File: config.mk
export PLATFORM = sky130hd
export DESIGN_NAME = axi_ram_bist_seq
export DESIGN_NICKNAME = d
export VERILOG_FILES = /design/src/rtl/axi_ram_bist_seq.sv
export SDC_FILE = /design/constraint.sdc
export NUM_CORES = 1
export LEC_CHECK = 0
export ABC_AREA = 0
export CORE_MARGIN = 4
export CORE_UTILIZATION = 50
export DETAILED_ROUTE_END_ITERATION = 10
export PLACE_DENSITY = 0.92
export SETUP_SLACK_MARGIN = 0.02
export SYNTH_ARGS = -nofsm -noshare
export SYNTH_HDL_FRONTEND = slang
export SYNTH_SLANG_ARGS = --single-unit
File: constraint.sdc
create_clock -name clk -period 9.4 [get_ports clk]
set_input_delay 1.88 -clock clk [delete_from_list [all_inputs] [get_ports clk]]
set_output_delay 1.88 -clock clk [all_outputs]
set_load 0.01 [all_outputs]
File: src/rtl/axi_ram_bist_seq.sv
// AXI4 write-then-readback BIST sequencer: writes an incrementing pattern burst,
// reads it back, counts mismatches, and aborts a stalled burst through a watchdog.
module axi_ram_bist_seq #(
  parameter int ID_WIDTH     = 4,
  parameter int ADDR_WIDTH   = 8,
  parameter int DATA_WIDTH   = 16,
  parameter int BRESP_WIDTH  = 3,
  parameter int TIMEOUT      = 1024,
  localparam int STROBE_WIDTH = DATA_WIDTH / 8
) (
  input  logic                    clk,
  input  logic                    rst_n,
  input  logic                    start,
  input  logic [ADDR_WIDTH-1:0]   cfg_addr,
  input  logic [7:0]              cfg_len,
  input  logic [DATA_WIDTH-1:0]   cfg_seed,
  output logic                    busy,
  output logic                    done,
  output logic                    pass,
  output logic [7:0]              err_cnt,
  output logic                    timeout,
  output logic                    m_axi_awvalid,
  output logic [ID_WIDTH-1:0]     m_axi_awid,
  output logic [ADDR_WIDTH-1:0]   m_axi_awaddr,
  output logic [7:0]              m_axi_awlen,
  output logic [2:0]              m_axi_awsize,
  output logic [1:0]              m_axi_awburst,
  input  logic                    m_axi_awready,
  output logic                    m_axi_wvalid,
  output logic [DATA_WIDTH-1:0]   m_axi_wdata,
  output logic [STROBE_WIDTH-1:0] m_axi_wstrb,
  output logic                    m_axi_wlast,
  input  logic                    m_axi_wready,
  output logic                    m_axi_bready,
  input  logic                    m_axi_bvalid,
  input  logic [ID_WIDTH-1:0]     m_axi_bid,
  input  logic [BRESP_WIDTH-1:0]  m_axi_bresp,
  output logic                    m_axi_arvalid,
  output logic [ID_WIDTH-1:0]     m_axi_arid,
  output logic [ADDR_WIDTH-1:0]   m_axi_araddr,
  output logic [7:0]              m_axi_arlen,
  output logic [2:0]              m_axi_arsize,
  output logic [1:0]              m_axi_arburst,
  input  logic                    m_axi_arready,
  output logic                    m_axi_rready,
  input  logic                    m_axi_rvalid,
  input  logic [ID_WIDTH-1:0]     m_axi_rid,
  input  logic [DATA_WIDTH-1:0]   m_axi_rdata,
  input  logic [BRESP_WIDTH-1:0]  m_axi_rresp,
  input  logic                    m_axi_rlast
);

  localparam int SIZE       = $clog2(STROBE_WIDTH);
  localparam int WDOG_WIDTH = $clog2(TIMEOUT + 1);
  localparam logic [ADDR_WIDTH-1:0] ADDR_MASK = ~ADDR_WIDTH'((1 << SIZE) - 1);

  typedef enum logic [2:0] {IDLE, AW, W, B, AR, R, DONE} state_t;

  state_t                  r_state, w_state_next;
  logic [ADDR_WIDTH-1:0]   r_addr, w_addr_next;
  logic [7:0]              r_len, w_len_next;
  logic [DATA_WIDTH-1:0]   r_seed, w_seed_next;
  logic [2:0]              r_size, w_size_next;
  logic [1:0]              r_burst, w_burst_next;
  logic [STROBE_WIDTH-1:0] r_wstrb, w_wstrb_next;
  logic [DATA_WIDTH-1:0]   r_wdata, w_wdata_next;
  logic                    r_wlast, w_wlast_next;
  logic [7:0]              r_beat, w_beat_next;
  logic [WDOG_WIDTH-1:0]   r_wdog, w_wdog_next;
  logic [7:0]              r_err_cnt, w_err_cnt_next;
  logic                    r_pass, w_pass_next;
  logic                    r_timeout, w_timeout_next;
  logic                    r_busy, r_done;
  logic                    r_awvalid, r_wvalid, r_bready, r_arvalid, r_rready;

  logic                    w_aw_hs, w_w_hs, w_b_hs, w_ar_hs, w_r_hs, w_any_hs;
  logic                    w_active;
  logic [2:0]              w_err_inc;
  logic [8:0]              w_err_sum;
  logic [DATA_WIDTH-1:0]   w_rexp;

  assign w_aw_hs  = r_awvalid & m_axi_awready;
  assign w_w_hs   = r_wvalid & m_axi_wready;
  assign w_b_hs   = r_bready & m_axi_bvalid;
  assign w_ar_hs  = r_arvalid & m_axi_arready;
  assign w_r_hs   = r_rready & m_axi_rvalid;
  assign w_any_hs = w_aw_hs | w_w_hs | w_b_hs | w_ar_hs | w_r_hs;
  assign w_active = (r_state != IDLE) && (r_state != DONE);
  assign w_rexp   = r_seed + DATA_WIDTH'(r_beat);

  always_comb begin
    w_state_next   = r_state;
    w_addr_next    = r_addr;
    w_len_next     = r_len;
    w_seed_next    = r_seed;
    w_size_next    = r_size;
    w_burst_next   = r_burst;
    w_wstrb_next   = r_wstrb;
    w_wdata_next   = r_wdata;
    w_wlast_next   = r_wlast;
    w_beat_next    = r_beat;
    w_err_cnt_next = r_err_cnt;
    w_pass_next    = r_pass;
    w_timeout_next = r_timeout;
    w_err_inc      = 3'd0;
    w_err_sum      = 9'd0;
    w_wdog_next    = '0;

    unique case (r_state)
      IDLE: begin
        if (start) begin
          w_addr_next    = cfg_addr & ADDR_MASK;
          w_len_next     = cfg_len;
          w_seed_next    = cfg_seed;
          w_size_next    = 3'(SIZE);
          w_burst_next   = 2'b01;
          w_wstrb_next   = '1;
          w_err_cnt_next = 8'd0;
          w_pass_next    = 1'b0;
          w_timeout_next = 1'b0;
          w_state_next   = AW;
        end
      end
      AW: begin
        if (w_aw_hs) begin
          w_state_next = W;
          w_beat_next  = 8'd0;
          w_wdata_next = r_seed;
          w_wlast_next = (r_len == 8'd0);
        end
      end
      W: begin
        if (w_w_hs) begin
          if (r_wlast) begin
            w_state_next = B;
          end else begin
            w_beat_next  = r_beat + 8'd1;
            w_wdata_next = r_wdata + DATA_WIDTH'(1);
            w_wlast_next = ((r_beat + 8'd1) == r_len);
          end
        end
      end
      B: begin
        if (w_b_hs) begin
          w_err_inc    = 3'((m_axi_bresp != '0) || (m_axi_bid != '0));
          w_state_next = AR;
        end
      end
      AR: begin
        if (w_ar_hs) begin
          w_state_next = R;
          w_beat_next  = 8'd0;
        end
      end
      R: begin
        if (w_r_hs) begin
          // Each independent defect on a beat costs one count.
          w_err_inc = 3'(m_axi_rdata != w_rexp) + 3'(m_axi_rresp != '0)
                    + 3'(m_axi_rid != '0) + 3'(m_axi_rlast != (r_beat == r_len));
          if (r_beat == r_len) w_state_next = DONE;
          else                 w_beat_next  = r_beat + 8'd1;
        end
      end
      DONE: w_state_next = IDLE;
      default: w_state_next = IDLE;
    endcase

    // Expiry fires on the cycle the counter would reach TIMEOUT.
    if (w_active && !w_any_hs && (r_wdog == WDOG_WIDTH'(TIMEOUT - 1))) begin
      w_state_next   = DONE;
      w_timeout_next = 1'b1;
    end

    w_err_sum = {1'b0, r_err_cnt} + {6'd0, w_err_inc};
    if (w_err_inc != 3'd0)
      w_err_cnt_next = w_err_sum[8] ? 8'hFF : w_err_sum[7:0];

    if ((w_state_next == DONE) && (r_state != DONE))
      w_pass_next = (w_err_cnt_next == 8'd0) && !w_timeout_next;

    if (w_active && !w_any_hs && (w_state_next == r_state))
      w_wdog_next = r_wdog + WDOG_WIDTH'(1);
  end

  always_ff @(posedge clk or negedge rst_n) begin
    if (!rst_n) begin
      r_state   <= IDLE;
      r_addr    <= '0;
      r_len     <= '0;
      r_seed    <= '0;
      r_size    <= '0;
      r_burst   <= '0;
      r_wstrb   <= '0;
      r_wdata   <= '0;
      r_wlast   <= 1'b0;
      r_beat    <= '0;
      r_wdog    <= '0;
      r_err_cnt <= '0;
      r_pass    <= 1'b0;
      r_timeout <= 1'b0;
      r_busy    <= 1'b0;
      r_done    <= 1'b0;
      r_awvalid <= 1'b0;
      r_wvalid  <= 1'b0;
      r_bready  <= 1'b0;
      r_arvalid <= 1'b0;
      r_rready  <= 1'b0;
    end else begin
      r_state   <= w_state_next;
      r_addr    <= w_addr_next;
      r_len     <= w_len_next;
      r_seed    <= w_seed_next;
      r_size    <= w_size_next;
      r_burst   <= w_burst_next;
      r_wstrb   <= w_wstrb_next;
      r_wdata   <= w_wdata_next;
      r_wlast   <= w_wlast_next;
      r_beat    <= w_beat_next;
      r_wdog    <= w_wdog_next;
      r_err_cnt <= w_err_cnt_next;
      r_pass    <= w_pass_next;
      r_timeout <= w_timeout_next;
      r_busy    <= (w_state_next != IDLE);
      r_done    <= (w_state_next == DONE);
      r_awvalid <= (w_state_next == AW);
      r_wvalid  <= (w_state_next == W);
      r_bready  <= (w_state_next == B);
      r_arvalid <= (w_state_next == AR);
      r_rready  <= (w_state_next == R);
    end
  end

  assign busy          = r_busy;
  assign done          = r_done;
  assign pass          = r_pass;
  assign err_cnt       = r_err_cnt;
  assign timeout       = r_timeout;
  assign m_axi_awvalid = r_awvalid;
  assign m_axi_awid    = '0;
  assign m_axi_awaddr  = r_addr;
  assign m_axi_awlen   = r_len;
  assign m_axi_awsize  = r_size;
  assign m_axi_awburst = r_burst;
  assign m_axi_wvalid  = r_wvalid;
  assign m_axi_wdata   = r_wdata;
  assign m_axi_wstrb   = r_wstrb;
  assign m_axi_wlast   = r_wlast;
  assign m_axi_bready  = r_bready;
  assign m_axi_arvalid = r_arvalid;
  assign m_axi_arid    = '0;
  assign m_axi_araddr  = r_addr;
  assign m_axi_arlen   = r_len;
  assign m_axi_arsize  = r_size;
  assign m_axi_arburst = r_burst;
  assign m_axi_rready  = r_rready;

endmodule
==> results of run 1 <==
## cell families after synthesis
logic type               count (synthesis)
AO/OA/AOI/OAI                          142
XOR/XNOR                                41
adder cells (fa/ha/maj)                 19
buffers and inverters                   82
flip-flops                              88
multiplexers                             2
other                                    1
AND/OR/NAND/NOR                        319
## power by group
part | leakage (uW) | internal, uW | switching (uW)
combinational | 0.00190 | 425 | 472
sequential | 0.00113 | 500 | 183
clock | 0.000163 | 242 | 154
total | 0.00320 | 1170 | 809
## state kept, by name (all words and copies together) (netlist names)
register / count
m_axi_wstrb: 1
m_axi_arvalid: 1
timeout: 1
pass: 1
m_axi_arlen: 8
err_cnt: 8
m_axi_awvalid: 1
m_axi_araddr: 7
r_seed: 16
r_beat: 8
m_axi_wdata: 16
m_axi_bready: 1
busy: 1
m_axi_wvalid: 1
done: 1
r_wdog: 11
m_axi_wlast: 1
r_state: 3
m_axi_rready: 1
## per-layer routing
metal  vias to the layer above  wire length [um]  part of all wire, %  track usage, %
li1                       2589                 -                    -               -
met1                      2567              6448                   41           30.17
met2                       249              7698                   49           39.93
met3                        31              1228                  7.8           4.632
met4                         0               293                  1.9           6.964
met5                         -                 0                    0               0
## placed cells by master, fill, tap and decap left out, types with 3 or more instances in the layout
master             n
clkdlybuf4s50_1  138
nor2_1            39
a21o_1             5
nand2_1          142
ha_1              16
nor2b_1            7
clkbuf_16          9
o22ai_1            9
xor2_1            24
and2_1             7
nand4_1           10
nor3_1            34
or2_2              3
nor3b_1            4
a31oi_1            5
conb_1            16
dfrtp_1           88
and3_1             7
or3_1              6
nand2b_1           8
nor4b_1            4
o21ai_0           34
a21oi_1           49
xnor2_1           17
and4_1             4
nor4_1             8
fa_1               3
a211oi_1          10
o31ai_1            8
inv_1             16
buf_4              5
nand3_1           27
## cell type report
cell class	instances	share of cell area, %
Clock buffer	10	3.273
Clock inverter	6	1.251
Inverter	17	0.8740
Multi-Input combinational cell	539	42.60
Sequential cell	88	30.16
Tap cell	140	2.399
Timing Repair Buffer	143	19.43
## critical path, delay by kind of cell
family / cells / cell delay, ps
AOI/OAI and AO/OA: 7 / 1980
buffers and inverters: 2 / 500
and+or+nand+nor: 7 / 1120
xor gates and xnor gates: 1 / 200
adders and majority gates: 4 / 1310
## final timing paths
check | cells after the start | from | end | slack [ps]
worst min register to register | 2 | m_axi_araddr[6]$_DFFE_PN0P_ | m_axi_araddr[6]$_DFFE_PN0P_ | 500
worst max register to register | 22 | r_beat[0]$_DFFE_PN0P_ | pass$_DFFE_PN0P_ | 3340
worst min-delay path | 2 | m_axi_araddr[6]$_DFFE_PN0P_ | m_axi_araddr[6]$_DFFE_PN0P_ | 500
min in group asynchronous | 1 | rst_n | r_seed[10]$_DFFE_PN0P_ | 1410
max in group asynchronous | 2 | rst_n | r_wdog[7]$_DFF_PN0_ | 6840
worst max-delay path | 21 | m_axi_rdata[7] | pass$_DFFE_PN0P_ | 2690
## metrics by stage
step,setup WS [ps],hold WS (ps)
3_5_place_dp,2415,493.1
3_3_place_gp,2611,484.7
2_1_floorplan,3632,462.0
5_1_grt,2379,515.9
4_1_cts,2719,509.6
6_report,2689,503.9
==> flow_summary.yaml, run 1 <==
critical_path:
  cp_max_fo: 4
  cpMaxStageDelayCell: "a211oi_1"
  crit_type: "in2reg"
  cp-start-kind: "primary input"
  cp-end-kind: "flip-flop"
  path_cells: "clkdlybuf4s50_1 > xnor2_1 > a211oi_1 > o21ai_0 > nor4_1 > nand4_1 > a211oi_1 > nand4_1 > fa_1 > ha_1 > ha_1 > nand2_1 > inv_1 > ha_1 > and3_1 > a211oi_1 > nor2_1 > a21oi_1 > nor3_1 > a2111oi_2 > a21o_1"
  critical-path-max-stage-delay_ps: 680
  worst_ep_arrival_time_ps: 7000
  cp.required_ps: 9690
detailed_routing:
  first_iter_violations: 510
  drt_pre_antenna_iters: 5
  route.detailed.drc: 0
  antenna_left: 0
  via_count: 5436
  wire_per_inst_um: 16.62
  totalWireLength_mm: 15.67
  via_per_inst: 5.765
final_layout:
  layoutNonFillerInstCount: 943
  areaGrowthSynthToFinish_pct: 27.54
  nets: 888
  final_util_pct: 66.19
  drive_gt1_share_pct: 4.110
  multi_input_area_mm2: 0.003110
  fill_cells: 908
  fin_area_mm2: 0.007301
  antennaDiodeCount: 0
  regArea_mm2: 0.002202
synth:
  ys_types: 63
  synthAdderAreaFrac_pct: 4.546
  synth_top_area_share_pct: 38.47
  synth_cells: 694
  yosysMostFrequentCell: "nand2_1"
  synth_top_family_by_area: "simple AND/OR/NAND/NOR gates"
  synth_warnings: 0
  synth.largest_area_cell: "dfrtp_1"
  synth_compound_area_share_pct: 15.34
  synth_seq_area_share_pct: 38.47
  synth_area_mm2: 0.005724
  synth.area.mux_share_pct: 0.3497
  synthTopCellsByCount: "nand2_1 (142), dfrtp_1 (88), a21oi_1 (49), nor2_1 (39), buf_4 (38)"
  synth-xor-area-share_pct: 6.273
  ys.flop_type: "dfrtp_1"
  netlist_top_cells_area: "dfrtp_1 (38%), nand2_1 (9.3%), buf_4 (5.0%)"
  synth-async-reset-ratio_pct: 100.0
  syn_avg_cell_area_um2: 8.248
  synth_edf_count: 0
  synth_seq_cells: 88
  synthSimpleGateAreaFrac_pct: 26.78
clocking:
  root_buffer: "clkbuf_16"
  path_clk_slew_ps: 70
  cts_sinks: 88
  ctsResizeCount: 0
  cts_tree: "built"
  htreeDepth: 3
  ctsHoldBuffers: 0
  cts_setup_buffers: 0
  numCtsBuffers: 9
  clk_path_buf_depth: 2
  clk_latency_ps: 340
sta:
  fmax_mhz: 149.0
  fin_skew_ps: 8.721
  hold_viol: 0
  slew_headroom_pct: 41.56
  tightest_slew_ps: 870.4
  maxSlewViolCount: 0
  rsz0062_at_grt: "false"
  layout_min_cycle_time_ps: 6711
  finalCritPeriodShare_pct: 71.39
  setup_tns_ps: 0
  finalSetupViolCount: 0
power:
  peakVddDrop_mv: 0.1661
  leakage_uw: 0.003197
  power.total_uw: 1976
  p_per_area_mw_per_mm2: 270.6
floorplanning:
  placementRows: 38
  die_y_um: 115.0
  start_util_pct: 51.89
  dieWidth_um: 115.0
  pin_count: 157
  die_area_mm2: 0.01322
  core_area_mm2: 0.01103
place:
  gp_congestion: 0.9278
  dp.cells: 927
  hpwlAfterDp_mm: 11.45
  port_buffers: 139
  place_area_mm2: 0.006970
grt:
  grt_first_pass_wirelength_mm: 24.91
  grt_pass1_vias: 5115
  antenna_found_initial: 0
  grtUsageTotal_pct: 23.40
  grt_overflow: 0
  grt_max_degree: 70
worst_hold_path:
  hold_path.class: "reg2reg"
job:
  maxCapViolCount: 0
outcome:
  status: "completed"
Note: power is estimated with default switching activity, not from simulation.
==> run 2, diff against run 1 <==
--- a/config.mk
+++ b/config.mk
@@ -7,9 +7,9 @@
 export LEC_CHECK = 0
 export ABC_AREA = 0
 export CORE_MARGIN = 4
-export CORE_UTILIZATION = 50
+export CORE_UTILIZATION = 44
 export DETAILED_ROUTE_END_ITERATION = 10
-export PLACE_DENSITY = 0.92
+export PLACE_DENSITY = 0.86
 export SETUP_SLACK_MARGIN = 0.02
 export SYNTH_ARGS = -nofsm -noshare
 export SYNTH_HDL_FRONTEND = slang
==> constraint.sdc (replaced) <==
create_clock -name clk -period 5.85 [get_ports clk]
set_input_delay 1.17 -clock clk [delete_from_list [all_inputs] [get_ports clk]]
set_output_delay 1.17 -clock clk [all_outputs]
set_load 0.01 [all_outputs]
==> run 2 against run 1 <==
  * Register-to-register slack worse by 3000 ps
  * Setup slack got worse by 2400 ps
  * Wire length down 1.8%
  * Flip-flop and latch count unchanged
  * Via count is 1.3% lower
  * Count of clock-buffer cells in the layout up 1
  * Core utilization decreased by 7.6 points
  * Global-route usage decreased by 2.9 points
  * Critical path depth up 1
  * Critical endpoint unchanged
  * Largest power group unchanged
==> flow_summary.yaml, run 2 (same netlist as run 1, synthesis figures left out) <==
floorplanning:
  pin_count: 157
  core_area_mm2: 0.01267
  die_y_um: 122.1
  start_util_pct: 45.18
  placementRows: 41
  dieWidth_um: 122.1
  die_area_mm2: 0.01490
detailed_routing:
  antenna_left: 0
  drt_pre_antenna_iters: 5
  via_per_inst: 5.456
  totalWireLength_mm: 15.39
  first_iter_violations: 453
  wire_per_inst_um: 15.66
  route.detailed.drc: 0
  via_count: 5363
place:
  place_ws_ps: -78.67
  port_buffers: 139
  gp_congestion: 0.9123
  dp.cells: 965
  hpwlAfterDp_mm: 11.32
  place_area_mm2: 0.007061
job:
  maxCapViolCount: 0
clocking:
  ctsHoldBuffers: 0
  cts_tree: "built"
  path_clk_slew_ps: 70
  cts_sinks: 88
  numCtsBuffers: 9
  htreeDepth: 3
  clk_path_buf_depth: 2
  clk_latency_ps: 350
  root_buffer: "clkbuf_16"
final_layout:
  final_util_pct: 58.61
  layout_commonest_cell: "nand2_1"
  drive_gt1_share_pct: 6.042
  mostFrequentLayoutCells: "nand2_1 (142), clkdlybuf4s50_1 (138), dfrtp_1 (86)"
  layoutNonFillerInstCount: 983
  nets: 896
  areaGrowthSynthToFinish_pct: 29.73
  fin_area_mm2: 0.007426
  antennaDiodeCount: 0
grt:
  antenna_found_initial: 0
  grt_max_degree: 57
  grtUsageTotal_pct: 20.51
  grt_first_pass_wirelength_mm: 24.58
  grt_pass1_vias: 5149
  grt_overflow: 0
sta:
  setup_ws_ps: 252.7
  fmax_mhz: 178.7
  finalCritPeriodShare_pct: 95.68
  hold_viol: 0
  maxSlewViolCount: 0
  layout_min_cycle_time_ps: 5597
  finalSetupViolCount: 0
  fin_skew_ps: 7.356
  slew_headroom_pct: 37.96
  tightest_slew_ps: 929.5
power:
  leakage_uw: 0.003225
  p_per_area_mw_per_mm2: 425.1
  power.total_uw: 3157
  peakVddDrop_mv: 0.2561
worst_hold_path:
  worstHoldStart: "r_wdog[0]$_DFF_PN0_"
  hold_path.class: "reg2reg"
outcome:
  status: "completed"
critical_path:
  cp.required_ps: 6140
  worst_ep_arrival_time_ps: 5890
  reg2reg_from: "r_seed[0]$_DFFE_PN0P_"
  crit_start: "m_axi_rdata[7]"
  cp-start-kind: "primary input"
  cp_max_fo: 4
  crit_type: "in2reg"
  cp-end-kind: "flip-flop"
## run 2: cell count changes in the layout (fill, tap and decap cells not counted), sizes merged
cell / change
buf: +8
clkbuf: +1
clkinv: -1
clkinvlp: +1
inv: -1
## run 2: timing repair
action | 4_1_cts | 5_1_grt
hold endpoints to repair | 0 | 0
setup buffers | 0 | 2
resized for setup | 0 | 9
endpoints found under the setup margin | 0 | 1
## run 2: worst max-delay path, cell delays in order
cell and delay [ps]:
clkdlybuf4s50_1 470, xnor2_2 190, a211oi_1 250, o21ai_0 130
nor4_1 250, nand4_1 150, a211oi_2 190, nand4_1 220
fa_1 530, ha_1 220, ha_1 290, nand2_1 120
inv_1 50, ha_1 260, and3_1 190, a211oi_1 230
buf_4 190, nor2_1 50, a21oi_1 190, nor3_2 80
a2111oi_2 310, a21o_1 160
## run 2: final cells by class
| class | count | area [um^2] |
|---|---|---|
| clock buffer | 11 | 232.7 |
| clock inverter | 5 | 81.33 |
| fill | 1143 | 5245 |
| inverter | 17 | 63.81 |
| multi-input combinational | 539 | 3149 |
| sequential | 88 | 2205 |
| tap | 172 | 215.2 |
| timing repair buffer | 151 | 1479 |
## run 2: final timing paths
path	end	slack (ps)	cells after the start
worst max-delay path	pass$_DFFE_PN0P_	250	22
worst max register to register	pass$_DFFE_PN0P_	310	23
worst min register to register	r_wdog[0]$_DFF_PN0_	500	1
worst min-delay path	r_wdog[0]$_DFF_PN0_	500	1
min in group asynchronous	r_wdog[3]$_DFF_PN0_	760	1
max in group asynchronous	r_beat[0]$_DFFE_PN0P_	3970	2
## run 2: layer usage
layer / track usage (%) / vias to the layer above / share of wire (%)
met2: 33.77 / 204 / 47
met1: 26.86 / 2534 / 44
met5: 0 / - / 0
met3: 4.968 / 24 / 7.2
met4: 6.158 / 0 / 1.9
li1: - / 2601 / -
## run 2: power breakdown
| part | switching [uW] | internal [uW] |
|---|---|---|
| combinational | 754 | 691 |
| clock | 247 | 375 |
| sequential | 285 | 805 |
| total | 1290 | 1870 |
## run 2: through the flow
stage | hold slack (ps) | setup TNS [ps]
floorplan | 462.0 | 0
global placement | 483.5 | 0
detailed placement | 487.3 | -78.67
CTS | 502.5 | 0
global route | 517.6 | -8.572
finish | 500.4 | 0
==> run 3, diff against run 2 <==
--- a/config.mk
+++ b/config.mk
@@ -6,7 +6,7 @@
 export NUM_CORES = 1
 export LEC_CHECK = 0
 export ABC_AREA = 0
-export CORE_MARGIN = 4
+export CORE_MARGIN = 2
 export CORE_UTILIZATION = 44
 export DETAILED_ROUTE_END_ITERATION = 10
 export PLACE_DENSITY = 0.86
==> run 3 against run 2 <==
  * Hold slack gained 7.2 ps
  * Count of clock-buffer cells in the layout shrank 1
  * Sequential share of layout area decreased by 0.092 points
  * Via count fell by 1.1%
  * Wire length is 5.1% lower
  * Cell area rose by 0.25%
  * Clock skew is 1.7 ps higher
  * Largest power group unchanged
  * Setup slack gained 150 ps
==> flow_summary.yaml, run 3 (same netlist as run 1, synthesis figures left out) <==
outcome:
  status: "completed"
critical_path:
  cp_max_fo: 5
  rrSetupSlack_ps: 480
  cp.required_ps: 6150
  r2r-end: "pass$_DFFE_PN0P_"
  r2r_cells: 23
  reg2reg_from: "r_beat[0]$_DFFE_PN0P_"
  cp-start-kind: "primary input"
  worst_ep_arrival_time_ps: 5750
  crit_type: "in2reg"
  crit_start: "m_axi_rdata[7]"
  cp-end-kind: "flip-flop"
power:
  power.switching_uw: 1293
  clkPwrFrac_pct: 19.4
  internal_power_uw: 1844
  power.total_uw: 3137
  peakVddDrop_mv: 0.3750
  seq_power_share_pct: 34.8
  p_per_area_mw_per_mm2: 421.4
  p_sw_share_pct: 41.22
  combPwrFrac_pct: 45.8
  leakage_uw: 0.003243
detailed_routing:
  via_per_inst: 5.378
  antenna_left: 0
  first_iter_violations: 494
  route.detailed.drc: 0
  wire_per_inst_um: 14.81
  via_count: 5303
  totalWireLength_mm: 14.61
  drt_pre_antenna_iters: 5
place:
  port_buffers: 139
  hpwlAfterDp_mm: 10.80
  gp_congestion: 0.9205
sta:
  layout_min_cycle_time_ps: 5448
  rsz0062_at_grt: "false"
  tightest_slew_ps: 953.3
  setup_tns_ps: 0
  finalSetupViolCount: 0
  fin_skew_ps: 9.018
  slew_headroom_pct: 36.38
  hold_viol: 0
  fmax_mhz: 183.6
  maxSlewViolCount: 0
  finalCritPeriodShare_pct: 93.13
grt:
  antenna_found_initial: 0
  grt_overflow: 0
  grt_first_pass_wirelength_mm: 24.03
  grt_use_met1_pct: 28.44
  busiest_layer: "met2"
  met3_usage_pct: 5.329
  met2_usage_pct: 33.13
  grt_pass1_vias: 4971
  grt_max_degree: 63
  grtUsageTotal_pct: 21.19
final_layout:
  nets: 899
  antennaDiodeCount: 0
  mostFrequentLayoutCells: "nand2_1 (142), clkdlybuf4s50_1 (138), dfrtp_1 (87)"
  areaGrowthSynthToFinish_pct: 30.05
  layout_commonest_cell: "nand2_1"
  drive_gt1_share_pct: 6.511
clocking:
  cts_tree: "built"
  htreeDepth: 3
  clk_latency_ps: 350
  path_clk_slew_ps: 70
  cts_sinks: 88
  ctsHoldBuffers: 0
  clk_path_buf_depth: 2
  root_buffer: "clkbuf_16"
  numCtsBuffers: 9
worst_hold_path:
  hold_end: "m_axi_araddr[7]$_DFFE_PN0P_"
  hold_path_depth: 2
  worstHoldStart: "m_axi_araddr[7]$_DFFE_PN0P_"
  hold_path.class: "reg2reg"
floorplanning:
  die_y_um: 118.1
  die_area_mm2: 0.01394
  dieWidth_um: 118.1
  start_util_pct: 45.18
  pin_count: 157
  placementRows: 41
  core_area_mm2: 0.01267
job:
  maxCapViolCount: 0
## run 3: changes by cell type in the layout (fill, tap and decap cells not counted), sizes merged
cell      before  now
buf           13   16
inv           17   20
bufinv         2    1
clkbuf        11   10
clkinvlp       1    0
## run 3: critical path: stages
cell             delay [ps]
clkdlybuf4s50_1         440
xnor2_1                 180
a211oi_1                220
o21ai_0                 110
nor4_1                  310
nand4_1                 140
a211oi_2                170
nand4_1                 230
fa_1                    520
ha_1                    310
nand2_1                  50
nand2_1                  80
ha_1                    160
inv_1                    50
fa_1                    390
nor2b_2                 140
nor2_1                   90
buf_4                   150
nor4_2                  180
a211oi_2                130
a2111oi_2               340
a21o_1                  160
## run 3: worst max path at each step
stage / to
after global routing: pass$_DFFE_PN0P_
final: pass$_DFFE_PN0P_
after floorplan: pass$_DFFE_PN0P_
after detailed placement: pass$_DFFE_PN0P_
after global placement: pass$_DFFE_PN0P_
after CTS: pass$_DFFE_PN0P_
## run 3: stage by stage
stage                     std cells  hold slack (ps)  setup slack (ps)  utilization [%]  instance area (um^2)
after floorplan                 709            462.0             622.3                -                  5781
after global placement          968            480.1             70.99            55.90                  7083
after detailed placement        968            492.3             46.23            55.90                  7083
after CTS                       984            508.0             232.4            58.37                  7396
after global routing            986            522.2             61.06            58.75                  7445
final                           986            507.6             402.0            58.75                  7445
## run 3: layout make-up
type                    instances  area (um^2)
fillers                      1106         5226
multi-input cells             539         3148
flip-flops and latches         88         2203
repair buffers                154         1501
clock buffers                  10        239.0
well taps                     172        215.2
clock inverters                 6        73.82
inverters                      17        63.81
## run 3: per-layer routing
| layer | vias up | share of wire [%] |
|---|---|---|
| met4 | 0 | 2.2 |
| met3 | 23 | 6.9 |
| met2 | 205 | 45 |
| li1 | 2609 | - |
| met1 | 2466 | 45 |
| met5 | - | 0 |
## run 3: timing repair
| action | in CTS | in global routing |
|---|---|---|
| endpoints found under the setup margin | 0 | 1 |
| buffers inserted | 0 | 2 |
| resized for setup | 0 | 8 |
## run 3: power groups by stage
stage               Clock (uW)  Sequential, uW  Combinational, uW
floorplan                    0            1040                928
global placement             0            1090               1400
detailed placement           0            1090               1430
CTS                        624            1090               1440
global route               643            1130               1590
finish                     609            1090               1440
==> edit (config.mk and constraints of run 3) <==
Change the parameter `ADDR_WIDTH` from 8 to 9.
--- a/src/rtl/axi_ram_bist_seq.sv
+++ b/src/rtl/axi_ram_bist_seq.sv
@@ -3,5 +3,5 @@
 module axi_ram_bist_seq #(
   parameter int ID_WIDTH     = 4,
-  parameter int ADDR_WIDTH   = 8,
+  parameter int ADDR_WIDTH   = 9,
   parameter int DATA_WIDTH   = 16,
   parameter int BRESP_WIDTH  = 3,
Ports: changed (resized cfg_addr, m_axi_araddr and m_axi_awaddr); port bits go from 157 to 160. No check against the original RTL was run, so the function may have changed too.
==> edit against run 3 <==
Final area up 0.77%. Synthesized cell count down 1.3%. Clock skew up 0.0025 ns. Worst setup slack worse by 0.18 ns. Sequential cell count up 1. Total power up 2.2%. Area after synthesis down 0.61%. Routed wire length up 9.0%. Register-to-register slack worse by 0.18 ns. Largest cell class unchanged.
==> edit: results (changes against run 3) <==
Status: finished, final reports clean
Vias in the first global route: 5164 (+3.9%)
P_leak: 3.288 nW (+1.4%)
Yosys top cell area share: 0.3915 (+0.006767)
FF-to-FF path depth: 20 (-13%)
Most common library cells after synthesis: 138 x nand2_1, 89 x dfrtp_1, 53 x nor2_1
Relative slew slack: 0.5039 (+0.1401)
Buffers on Ports: 142 (+2.2%)
Cell variety after synth: 69 (+9.5%)
VDD IR max: 0.2650 mV (-29%)
Final nets: 904 (+0.56%)
Largest cells by area after synthesis: dfrtp_1 39%, nand2_1 9.1%, buf_4 4.9%
Worst hold stages: 1 (-1)
Register area share after synthesis: 0.3915 (+0.006767)
Critical R2R Launch: r_seed[2]
Hold_sp: r_wdog[0]
Crit path DAT: 5.88 ns (+0.13 ns)
Initial DRC Count: 541 (+9.5%)
Hpwl dp: 11520 µm (+6.7%)
Gpl congestion: 0.9262 (+0.62%)
First-pass GRT wire length: 25820 µm (+7.5%)
Post-Place Cell Area: 7182 µm² (+1.4%)
Layout Skew: 0.01152 ns (+0.002505 ns)
Worst Setup SP: m_axi_rdata[15]
Vias per cell: 5.526 (+2.8%)
Post-DR wirelength/cell: 16.08 µm (+8.6%)
Pin count of the biggest net entering global routing: 56 (-11%)
[edit: cell types whose count changed in the layout (fill, tap and decap cells not counted), moves of 9 or more]
cell and delta:
o21ai_1 +12, o21ai_0 -17, nor3_1 -16, nor2_1 +14, xor2_1 -9, buf_4 +9, xnor2_1 +10
[edit: worst paths after layout]
check	end	slack (ns)
worst min register to register	r_wdog[0]	0.48
max in group asynchronous	r_wdog[5]	4.00
worst min-delay path	r_wdog[0]	0.48
worst max register to register	pass	0.30
worst max-delay path	pass	0.22
min in group asynchronous	r_seed[10]	0.87
[edit: layout make-up]
class                      count  area (µm²)
timing repair buffer         166        1602
clock buffer                  10       229.0
multi-input combinational    533        3133
fill                        1113        5117
sequential                    89        2227
clock inverter                 6       43.79
inverter                      14       52.55
tap                          172       215.2
[edit: metrics by stage]
stage	total power, mW	TNS [ns]	std cells	hold WS (ns)
after floorplan	2.012	0	700	0.4479
after global placement	2.585	-0.2120	974	0.4689
after detailed placement	2.644	-0.3357	974	0.4752
after CTS	3.200	0	990	0.4841
after global routing	3.427	0	990	0.5086
final	3.206	0	990	0.4819
[edit: layer usage]
layer,track usage,vias up,wire length (µm)
met4,0.07530,0,296
met2,0.3823,212,7828
met1,0.3028,2619,6786
met5,0,-,0
li1,-,2617,-
met3,0.03876,23,1010
[edit: logic make-up (layout without fill, tap and decap cells)]
group	after synthesis	in the layout	share of synthesized area
compound gates	141	141	0.1553
mux	3	3	0.005278
xor+xnor	44	44	0.06774
flops	89	89	0.3915
other cells	1	16	0.0006591
buf+inv	78	196	0.07653
simple gates	310	310	0.2573
fa+ha+maj	19	19	0.04574
[edit: timing repair]
action | CTS | global route
hold endpoints to repair | 0 | 0
pin swaps | 0 | 4
gates resized for setup | 1 | 10
endpoints found under the setup margin | 1 | 1
[edit: where the power goes]
part,leakage [nW],switching (mW),internal (mW)
clock network,0.138,0.249,0.290
registers,1.14,0.304,0.818
logic,2.01,0.805,0.740
total,3.29,1.36,1.85
[edit: critical path: stages]
cell,delay [ns]
clkdlybuf4s50_1,0.45
xnor2_2,0.23
nand3b_1,0.10
a2111oi_1,0.40
nor3_1,0.08
a31oi_1,0.18
nand3_2,0.15
fa_1,0.49
ha_1,0.22
ha_1,0.19
and3_1,0.15
ha_1,0.28
nor2b_1,0.14
o2111a_1,0.24
or3b_1,0.36
o2bb2ai_1,0.13
a2111o_1,0.31
or4_4,0.42
o31ai_2,0.18
